===== src/rtl/hazard_ctrl_pkg.sv =====
// hazard_ctrl_pkg
//   Shared definitions for the pipeline hazard controller: FSM state
//   encodings, the hard-wired zero register index, the performance counter
//   width and a helper that turns a cycle count into a down-counter preload.
package hazard_ctrl_pkg;

  // FSM state encodings (2 bits)
  localparam logic [1:0] HZ_RUN   = 2'd0;
  localparam logic [1:0] HZ_STALL = 2'd1;
  localparam logic [1:0] HZ_FLUSH = 2'd2;

  // Register $0 is hard-wired to zero, so a load targeting it never hazards
  localparam logic [4:0] REG_ZERO = 5'd0;

  // Performance counter width
  localparam int CNT_W = 32;

  // Width of the remaining-cycles down-counter
  localparam int REM_W = 8;

  // The first hazard cycle is spent in RUN and the last one is the cycle in
  // which the counter reads zero, so a sequence of N cycles preloads N-2.
  function automatic logic [REM_W-1:0] cnt_load(input int cycles);
    return REM_W'(cycles - 2);
  endfunction

endpackage


===== src/rtl/hazard_ctrl_lu_detect.sv =====
// lu_detect
//   Combinational load-use comparator. Flags when the instruction in EX is a
//   load whose destination is read by the instruction in ID.
//   Ports:
//     ID_Rs, ID_Rt  in  5  source register selects of the ID instruction
//     ID_UsesRt     in  1  ID instruction actually reads rt
//     EX_MemR       in  1  EX instruction is a load
//     EX_Rt         in  5  load destination register
//     LoadUse       out 1  load-use hazard present
module lu_detect
  import hazard_ctrl_pkg::*;
(
  input  logic [4:0] ID_Rs,
  input  logic [4:0] ID_Rt,
  input  logic       ID_UsesRt,
  input  logic       EX_MemR,
  input  logic [4:0] EX_Rt,
  output logic       LoadUse
);

  logic w_dst_live;
  logic w_rs_hit;
  logic w_rt_hit;

  // A load into $0 produces nothing to wait for
  assign w_dst_live = (EX_Rt != REG_ZERO);
  assign w_rs_hit   = (EX_Rt == ID_Rs);
  // rt is only a true dependency when the ID instruction reads it
  assign w_rt_hit   = ID_UsesRt & (EX_Rt == ID_Rt);

  assign LoadUse = EX_MemR & w_dst_live & (w_rs_hit | w_rt_hit);

endmodule


===== src/rtl/hazard_ctrl.sv =====
// hazard_ctrl
//   Pipeline hazard controller at the control end of the ID/EX interface.
//   Detects load-use hazards and EX-stage redirects and drives the bubble,
//   PC / IF/ID write enables and the IF/ID flush, plus stall/flush counters.
//   Parameters:
//     LOAD_STALL   bubble cycles per load-use hazard (>=1)
//     FLUSH_CYCLES flush cycles per redirect (>=1)
//   Ports:
//     Clk, Rst        clock and synchronous active-high reset
//     ID_Rs, ID_Rt    register selects of the instruction in ID
//     ID_UsesRt       ID instruction reads rt
//     EX_MemR, EX_Rt  load flag / destination from the ID/EX register
//     BranchTaken     branch resolved taken in EX
//     Jump            jump in EX
//     Nop             bubble into ID/EX
//     PCWrite         PC update enable
//     IFIDWrite       IF/ID load enable
//     IFIDFlush       IF/ID clear
//     StallCnt        load-use stall cycles since reset
//     FlushCnt        redirect events since reset
module hazard_ctrl
  import hazard_ctrl_pkg::*;
#(
  parameter int LOAD_STALL   = 1,
  parameter int FLUSH_CYCLES = 1
) (
  input  logic             Clk,
  input  logic             Rst,
  input  logic [4:0]       ID_Rs,
  input  logic [4:0]       ID_Rt,
  input  logic             ID_UsesRt,
  input  logic             EX_MemR,
  input  logic [4:0]       EX_Rt,
  input  logic             BranchTaken,
  input  logic             Jump,
  output logic             Nop,
  output logic             PCWrite,
  output logic             IFIDWrite,
  output logic             IFIDFlush,
  output logic [CNT_W-1:0] StallCnt,
  output logic [CNT_W-1:0] FlushCnt
);

  logic [1:0]       r_state;
  logic [REM_W-1:0] r_cnt;
  logic [CNT_W-1:0] r_stall_cnt;
  logic [CNT_W-1:0] r_flush_cnt;

  logic [1:0]       w_state_next;
  logic [REM_W-1:0] w_cnt_next;
  logic             w_load_use;
  logic             w_redirect;

  lu_detect u_lu_detect (
    .ID_Rs     (ID_Rs),
    .ID_Rt     (ID_Rt),
    .ID_UsesRt (ID_UsesRt),
    .EX_MemR   (EX_MemR),
    .EX_Rt     (EX_Rt),
    .LoadUse   (w_load_use)
  );

  assign w_redirect = BranchTaken | Jump;

  // ---------------------------------------------------------------------------
  // Control outputs: combinational so the ID/EX register sees them on the
  // same edge that ends the hazard cycle. A redirect overrides everything
  // except reset, which holds the front end frozen with bubbles.
  // ---------------------------------------------------------------------------
  always_comb begin
    Nop       = 1'b0;
    PCWrite   = 1'b1;
    IFIDWrite = 1'b1;
    IFIDFlush = 1'b0;
    if (Rst) begin
      Nop       = 1'b1;
      PCWrite   = 1'b0;
      IFIDWrite = 1'b0;
      IFIDFlush = 1'b1;
    end else if (w_redirect) begin
      Nop       = 1'b1;
      IFIDFlush = 1'b1;
    end else begin
      case (r_state)
        HZ_STALL: begin
          Nop       = 1'b1;
          PCWrite   = 1'b0;
          IFIDWrite = 1'b0;
        end
        HZ_FLUSH: begin
          Nop       = 1'b1;
          IFIDFlush = 1'b1;
        end
        default: begin
          if (w_load_use) begin
            Nop       = 1'b1;
            PCWrite   = 1'b0;
            IFIDWrite = 1'b0;
          end
        end
      endcase
    end
  end

  // ---------------------------------------------------------------------------
  // Next state. The first cycle of every sequence is produced from RUN (or
  // from the interrupted state for a redirect), so only multi-cycle
  // sequences visit STALL/FLUSH.
  // ---------------------------------------------------------------------------
  always_comb begin
    w_state_next = HZ_RUN;
    w_cnt_next   = '0;
    if (w_redirect) begin
      // Also restarts a FLUSH in progress and aborts a STALL
      if (FLUSH_CYCLES > 1) begin
        w_state_next = HZ_FLUSH;
        w_cnt_next   = cnt_load(FLUSH_CYCLES);
      end
    end else begin
      case (r_state)
        HZ_STALL, HZ_FLUSH: begin
          if (r_cnt != '0) begin
            w_state_next = r_state;
            w_cnt_next   = r_cnt - 1'b1;
          end
        end
        default: begin
          if (w_load_use && (LOAD_STALL > 1)) begin
            w_state_next = HZ_STALL;
            w_cnt_next   = cnt_load(LOAD_STALL);
          end
        end
      endcase
    end
  end

  always_ff @(posedge Clk) begin
    if (Rst) begin
      r_state <= HZ_RUN;
      r_cnt   <= '0;
    end else begin
      r_state <= w_state_next;
      r_cnt   <= w_cnt_next;
    end
  end

  // ---------------------------------------------------------------------------
  // Performance counters; free-running with natural wrap.
  // A stall cycle is any non-reset cycle in which IF/ID is held.
  // ---------------------------------------------------------------------------
  always_ff @(posedge Clk) begin
    if (Rst) begin
      r_stall_cnt <= '0;
      r_flush_cnt <= '0;
    end else begin
      if (!IFIDWrite) begin
        r_stall_cnt <= r_stall_cnt + CNT_W'(1);
      end
      if (w_redirect) begin
        r_flush_cnt <= r_flush_cnt + CNT_W'(1);
      end
    end
  end

  assign StallCnt = r_stall_cnt;
  assign FlushCnt = r_flush_cnt;

endmodule


===== config.mk =====
export PLATFORM = sky130hd
export DESIGN_NAME = hazard_ctrl
export DESIGN_NICKNAME = d
export VERILOG_FILES = /design/src/rtl/hazard_ctrl_pkg.sv /design/src/rtl/hazard_ctrl_lu_detect.sv /design/src/rtl/hazard_ctrl.sv
export SDC_FILE = /design/constraint.sdc
export NUM_CORES = 1
export LEC_CHECK = 0
export ABC_AREA = 1
export CORE_UTILIZATION = 48
export CTS_BUF_LIST = sky130_fd_sc_hd__clkbuf_4 sky130_fd_sc_hd__clkbuf_8
export DETAILED_ROUTE_END_ITERATION = 8
export GPL_TIMING_DRIVEN = 1
export PLACE_DENSITY = 0.84
export SYNTH_ARGS = -nofsm -noshare
export SYNTH_HDL_FRONTEND = slang
export SYNTH_SLANG_ARGS = --single-unit

===== constraint.sdc =====
create_clock -name Clk -period 1.55 [get_ports Clk]
set_clock_uncertainty 0.05 [all_clocks]
set_input_delay 0.2325 -clock Clk [delete_from_list [all_inputs] [get_ports Clk]]
set_output_delay 0.2325 -clock Clk [all_outputs]
set_load 0.02 [all_outputs]

* Word-level counts from Yosys, hierarchy flattened
Cells that the tools add are included.
** Storage, ports and cells
- Latch bits :: 0
- RAM bits :: 0
- Register bits :: 64
- Bits of input ports :: 21
- Memory bits (read-only) :: 0
- Memories :: 0
- Output and inout port bits :: 68
** Cells by class
- Order comparisons :: 0
- Equal/unequal tests :: 2
- Reductions and logical operators :: 1
- Multiplexer cells :: 8
- Multipliers :: 0
- Div/mod/pow operators :: 0
- Bitwise operators :: 5
- $add $sub $neg :: 2
- Shift operators :: 0
** Operators with widths (count)
- $add 32x1->32 const B :: 2
- $eq 5x5->1 :: 2
- $mux 1 :: 8
- $reduce_bool 5->1 :: 1
- $and 1x1->1 :: 3
- $or 1x1->1 :: 2

* Longest topological paths before layout
Gate-level depths: netlist of run 1.
- Depth in word-level cells :: 7
- Gate-level depth with buffers :: 12

* By module
From an unflattened synthesis of run 1, not the netlist that was laid out.
** Second synthesis, totals
- Cells, all modules :: 581
- Area, all modules :: 3578.4 µm²
** By module, submodules not included
- hazard_ctrl :: sequential area each 1281.2 µm², area an instance 3372.0 µm², times used 1, cells an instance 529
- lu_detect :: sequential area each 0.0 µm², area an instance 206.4 µm², times used 1, cells an instance 52

* Worst setup path before layout of run 1
OpenSTA, ideal clock, no wires.
- Path kind :: reg2reg
- Start :: register r_flush_cnt[0], in the netlist FlushCnt[0]
- End :: register r_flush_cnt[18], in the netlist FlushCnt[18]
- Buffers on the path :: 0
- Setup slack :: -0.201 ns
- Stages on the path, launching flop included :: 10
- Arrival :: 1.573 ns
- Data required time :: 1.372 ns
- Setup time :: 0.128 ns
- Cell sequence :: dfxtp_1 ha_1 nand3_1 inv_1 nand2_1 nor2_4 nand4_2 nor2_2 xor2_1 nor2_1
** Between the ends
- Longest elaborated chain between the ends :: 1
** RTL lines
- start: declaration :: RTL line hazard_ctrl.sv:47 : logic [CNT_W-1:0] r_flush_cnt;
- start signal: assignment :: RTL line hazard_ctrl.sv:160 : r_flush_cnt <= r_flush_cnt + CNT_W'(1);
- $add 32x1->32 :: RTL line hazard_ctrl.sv:160
Every way passes these cells.
A chain may end at the register's enable or synchronous reset.

* Final worst setup path of run 1
- Start :: register r_flush_cnt[1], in the netlist FlushCnt[1]
- End :: register r_flush_cnt[17], in the netlist FlushCnt[17]
The elaborated chain is that of the path after synthesis.

==> metrics.cfg, run 1 <==
[floorplan]
rows=32
initial_core_util_pct=50.7
core_area_sq_um=7890
design.die.area_sq_um=8700
io_pins=89
die_y_um=93.3
die_w_um=93.3

[run_status]
violations=setup timing
status=finished with violations

[critical_path]
slowest_delay_ps=370
critPathLaunchType=flip-flop
cp_num_cells=8
r2r_cells=8
endpoint=FlushCnt[17]
crit_chain=buf_4 -> nand3_2 -> nor2_4 -> nand2_2 -> nor2_4 -> nand3_1 -> xor2_1 -> nor2_1
crit_fanout=4
cp.buffers_inverters=1
cp_top_family=simple AND/OR/NAND/NOR gates
slowest_stage=dfxtp_4
r2r-end=FlushCnt[17]
crit_path_start=FlushCnt[1]
required_ps=1770
cp-end-kind=flip-flop
r2r-start=FlushCnt[1]
setup.worst_path.class=flip-flop to flip-flop
r2r_slack_ps=-80
worstPathArrival_ps=1850
cp_common_cell=nor2_4

[global_routing]
grt_pass1_wl_um=20600
grt_usage_pct=29.5
grt_pass1_vias=4700
grt_max_degree=27
antenna_found_initial=0
grt.overflow.total=0

[final_layout]
multi_input_area_sq_um=2570
fin_nets=849
num-fill-cells=589
regArea_sq_um=1350
syn_to_final_growth_pct=47.2
postLayoutCellArea_sq_um=5890
antennaDiodeCount=0
drive_above_1_share_pct=27.3

[route]
drc=0
vias=5048
avgViaCountPerCell=5.41
drt-initial-drc-count=330
drt_wl_total_um=13300
drt_first_pass_iters=5
wl_per_cell_um=14.3
antenna_left=0

[timing]
setup_viol=5
fin_setup_tns_ps=-178
min_period_ps=1630
rsz0062_at_grt=true
worstMarginPinSlew_ps=312
finalMaxSlewViolations=0
hold_ws_ps=442
finalHoldViolCount=0
relSlewSlack_pct=79.1
fmax_mhz=613
fin_crit_sh_pct=105
worst_slack_ps=-81.4

[power]
leakagePower_nw=2.79
p_int_mw=2.67
clock_power_share_pct=45.7
power_density_nw_per_um2=612
pwr-share-seq_pct=45.8
p_sw_share_pct=25.9
power_mw=3.60
power.switching_uw=935
pwr-share-comb_pct=8.5
peakVddDrop_uv=455

[synth]
ys_seq_elements=64
synth_cell_type_count=31
syn_nets=700
synthCells=677
syn_area_per_cell_sq_um=5.91
synth_area_sq_um=4000
ys_warn_count=0
seq_area_frac_synth_pct=32.0

[clocking]
cts.sinks=64
clk_pin_slew_ps=80
clock_path_buffers=2
cts_made_buffers=9
htree_levels=3
clk_latency_ps=350
tritoncts=done
root_buffer=clkbuf_8
cts_hold_buf=0

[placement]
io_buffers=88
placed_area_sq_um=5410
gp_congestion=0.910
preCtsSetupSlack_ps=-893
hpwl_um=9230

[min_path]
hold_depth=2
hp-class=flip-flop to flip-flop

[run]
maxCapViolations=0

## metrics by stage
stage | util, % | instances
after detailed placement | 68.5 | 907
after CTS | 70.8 | 926
after global placement | 68.5 | 907
after global routing | 74.6 | 933
after floorplan | - | 677
final | 74.6 | 933
## sequential cells by signal, summed over array words and instances, names as in the netlist
name      cells
FlushCnt     32
StallCnt     32
## power by group through the flow
stage	Clock, mW	Sequential [mW]	Combinational (mW)
floorplan	0	1.71	0.135
global placement	0	1.70	0.284
global route	1.74	1.65	0.332
detailed placement	0	1.70	0.292
finish	1.65	1.65	0.306
CTS	1.64	1.66	0.281
## logic make-up after synthesis
| kind of cell | count (synthesis) | share of synthesized area [%] |
|---|---|---|
| flops | 64 | 32.0 |
| simple gates | 431 | 47.2 |
| xor+xnor | 6 | 1.31 |
| compound gates | 57 | 7.38 |
| fa+ha+maj | 2 | 0.626 |
| buf+inv | 117 | 11.5 |
## final cells by class
class	instances	share of cell area [%]
multi-input combinational	496	43.6
inverter	100	6.46
clock buffer	9	2.10
sequential	64	22.8
tap	102	2.17
clock inverter	7	1.62
timing repair buffer	155	21.2
## worst min path at each step
stage,start,to
2_1_floorplan,FlushCnt[6],FlushCnt[6]
3_3_place_gp,FlushCnt[6],FlushCnt[6]
3_5_place_dp,FlushCnt[6],FlushCnt[6]
4_1_cts,FlushCnt[6],FlushCnt[6]
5_1_grt,FlushCnt[6],FlushCnt[6]
6_report,FlushCnt[6],FlushCnt[6]
## cells in the final DEF, fill, tap and decap left out, types with 2 or more instances in the layout
master,netlist,layout
a21oi_1,28,27
a31oi_1,3,3
buf_2,7,7
buf_4,3,69
buf_6,0,4
bufinv_16,0,2
clkbuf_2,0,5
clkbuf_8,0,9
clkdlybuf4s50_1,0,2
clkinvlp_4,0,2
dfxtp_1,64,29
dfxtp_2,0,27
dfxtp_4,0,8
dlygate4sd2_1,0,66
dlymetal6s2s_1,0,2
ha_4,0,2
inv_1,92,81
inv_2,8,17
inv_4,0,3
nand2_1,201,185
nand2_2,1,14
nand2_4,2,5
nand3_1,43,31
nand3_2,2,10
nand3_4,0,4
nand3b_1,4,4
nand4_1,29,29
nor2_1,118,101
nor2_2,2,12
nor2_4,4,11
nor3_1,18,13
nor3_2,0,5
nor4_2,0,2
o21ai_0,20,16
o21ai_1,4,6
o21ai_2,1,3
xnor2_1,3,3
xor2_1,3,3
## worst min-delay path, stage by stage (launching register included)
cell and delay [ps]:
dfxtp_4 360, inv_1 50, a21oi_1 50
## routing by layer
layer,global-route usage (%),part of all wire (%),vias up
li1,-,-,2438
met1,35.0,39,2313
met2,52.0,50,241
met3,3.74,6.8,56
met4,14.9,4.4,0
met5,0,0,-
## synthesized netlist by cell type (all sizes together)
cell	n	area (sq um)
inv	100	375
dfxtp	64	1280
o21ai	25	129
nor4	2	12.5
xnor2	3	26.3
xor2	3	26.3
nor3b	1	7.51
a31oi	3	18.8
nand2	204	783
nor2	125	520
and3	2	12.5
nor3	18	90.1
o21bai	1	7.51
nand3	45	235
a21oi	28	140
clkbuf	7	26.3
ha	2	25.0
nand3b	4	30.0
buf	10	57.6
nand4	30	194
## timing repair
item                                    in CTS  in global routing
endpoints found under the setup margin     111                 48
buffers inserted                             3                  7
hold endpoints to repair                     0                  0
pin swaps                                   26                 30
resized for setup                          149                111
Note: power is estimated with default switching activity, not from simulation.
==> inputs of run 2 (changes only) <==
- ABC_CLOCK_PERIOD_IN_PS: default -> 1550
- GPL_ROUTABILITY_DRIVEN: default -> 0
==> run 2 against run 1 <==
Effect of this change:
- the run still ends with setup timing left
- die area is the same
- via count grew 7.1%
- critical path depth grew 2
- clock power shrank 7%
- combinational power grew 6.9%
- non-clock buffer count grew 18
- register-to-register slack lost 140 ps
- utilization grew 2.8 points
- critical endpoint is now FlushCnt[22]
- largest cell class unchanged
==> metrics.cfg, run 2 (synthesis gave the netlist of run 1 again) <==
[timing]
finalHoldViolCount=0
rsz0062_at_grt=true
fmax_mhz=564
min_period_ps=1770
relSlewSlack_pct=76.3
finalMaxSlewViolations=0
fin_setup_tns_ps=-827
fin_crit_sh_pct=114
worstMarginPinSlew_ps=353
setup_viol=14
hold_ws_ps=296
worst_slack_ps=-222

[critical_path]
critPathLaunchType=flip-flop
required_ps=1780
slowest_stage=dfxtp_2
r2r-end=FlushCnt[22]
crit_chain=nand2_1 -> nor2_4 -> nand2_4 -> nor2_4 -> nand4_4 -> nor2_4 -> nand2_1 -> nand2_1 -> nand2_1 -> nor2_1
r2r_cells=10
r2r-start=FlushCnt[7]
crit_fanout=5
worstPathArrival_ps=2000
r2r_slack_ps=-220
cp_common_cell=nand2_1
endpoint=FlushCnt[22]
slowest_delay_ps=370
crit_path_start=FlushCnt[7]
cp-end-kind=flip-flop
setup.worst_path.class=flip-flop to flip-flop

[global_routing]
antenna_found_initial=0
grt_usage_pct=31.4
grt_max_degree=25
grt_pass1_vias=4860
grt.overflow.total=0
grt_pass1_wl_um=21700

[clocking]
clock_path_buffers=2
htree_levels=3
tritoncts=done
cts_made_buffers=9
cts.sinks=64
clk_pin_slew_ps=70
root_buffer=clkbuf_8
clk_latency_ps=360

[route]
drt_wl_total_um=15400
vias=5408
antenna_left=0
avgViaCountPerCell=5.69
drt-initial-drc-count=638
wl_per_cell_um=16.2
drt_first_pass_iters=6
drc=0

[final_layout]
regArea_sq_um=1350
num-fill-cells=513
fin_nets=867
syn_to_final_growth_pct=52.7
antennaDiodeCount=0
multi_input_area_sq_um=2610
drive_above_1_share_pct=29.0
final_common_cell=nand2_1
postLayoutCellArea_sq_um=6110
layout.cells.most_common_list=nand2_1 (188), nor2_1 (97), inv_1 (86)

[placement]
io_buffers=88
placed_area_sq_um=5410
preCtsSetupSlack_ps=-845
hpwl_um=9120

[floorplan]
rows=32
io_pins=89
core_area_sq_um=7890
design.die.area_sq_um=8700
die_y_um=93.3
die_w_um=93.3
initial_core_util_pct=50.7

[power]
pwr-share-comb_pct=9.3
p_sw_share_pct=24.8
pwr-share-seq_pct=47.2
power_density_nw_per_um2=575
leakagePower_nw=2.94
clock_power_share_pct=43.5
peakVddDrop_uv=425
power_mw=3.51
p_int_mw=2.64
power.switching_uw=870

[min_path]
hp-class=input pin to flip-flop

[run]
maxCapViolations=0

[run_status]
violations=setup timing
status=finished with violations

-- run 2: cell types whose count changed in the layout (fill, tap and decap cells not counted), moves of 5 or more --
cell,before,now
buf_6,4,10
dfxtp_2,27,33
nor3_1,13,8
buf_4,69,81
inv_2,17,9
nor3_2,5,10
inv_1,81,86
buf_2,7,2
-- run 2: layout make-up --
type	instances	share of cell area, %
multi-input combinational	496	42.8
timing repair buffer	173	23.4
sequential	64	22.0
inverter	100	6.35
clock buffer	12	2.70
tap	102	2.09
clock inverter	3	0.656
-- run 2: power by group through the flow --
stage	Clock [mW]	Sequential, mW	Combinational, mW
floorplan	0	1.71	0.135
detailed placement	0	1.70	0.291
CTS	1.54	1.66	0.294
global placement	0	1.70	0.281
global route	1.62	1.66	0.351
finish	1.53	1.66	0.327
-- run 2: metrics by stage --
stage,instances,util (%)
final,950,77.4
after global routing,950,77.4
after CTS,934,72.5
after detailed placement,908,68.6
after global placement,908,68.6
after floorplan,677,-
-- run 2: worst min-delay path by stage --
stage | depth (start not counted) | slack (ps) | to | startpoint
2_1_floorplan | 2 | 440 | FlushCnt[6] | FlushCnt[6]
3_3_place_gp | 2 | 400 | FlushCnt[6] | FlushCnt[6]
3_5_place_dp | 2 | 420 | FlushCnt[6] | FlushCnt[6]
4_1_cts | 5 | 410 | FlushCnt[29] | BranchTaken
5_1_grt | 5 | 300 | FlushCnt[24] | Jump
6_report | 5 | 300 | FlushCnt[24] | Jump
-- run 2: repair_timing --
item | 4_1_cts | 5_1_grt
resized for setup | 146 | 133
pin swaps | 24 | 48
endpoints found under the setup margin | 111 | 58
endpoints found under the hold margin | 0 | 0
setup buffers | 11 | 17
hold buffers | 0 | 0
-- run 2: metal layers --
layer | track usage [%] | routed length (um)
met1 | 34.6 | 5560
met2 | 56.1 | 7670
met3 | 8.70 | 1380
met4 | 13.6 | 796
met5 | 0 | 0
-- run 2: critical path: cells and delay by family (launching register included) --
| family | cells | cell delay, ps |
|---|---|---|
| flops | 1 | 370 |
| simple gates | 10 | 1270 |
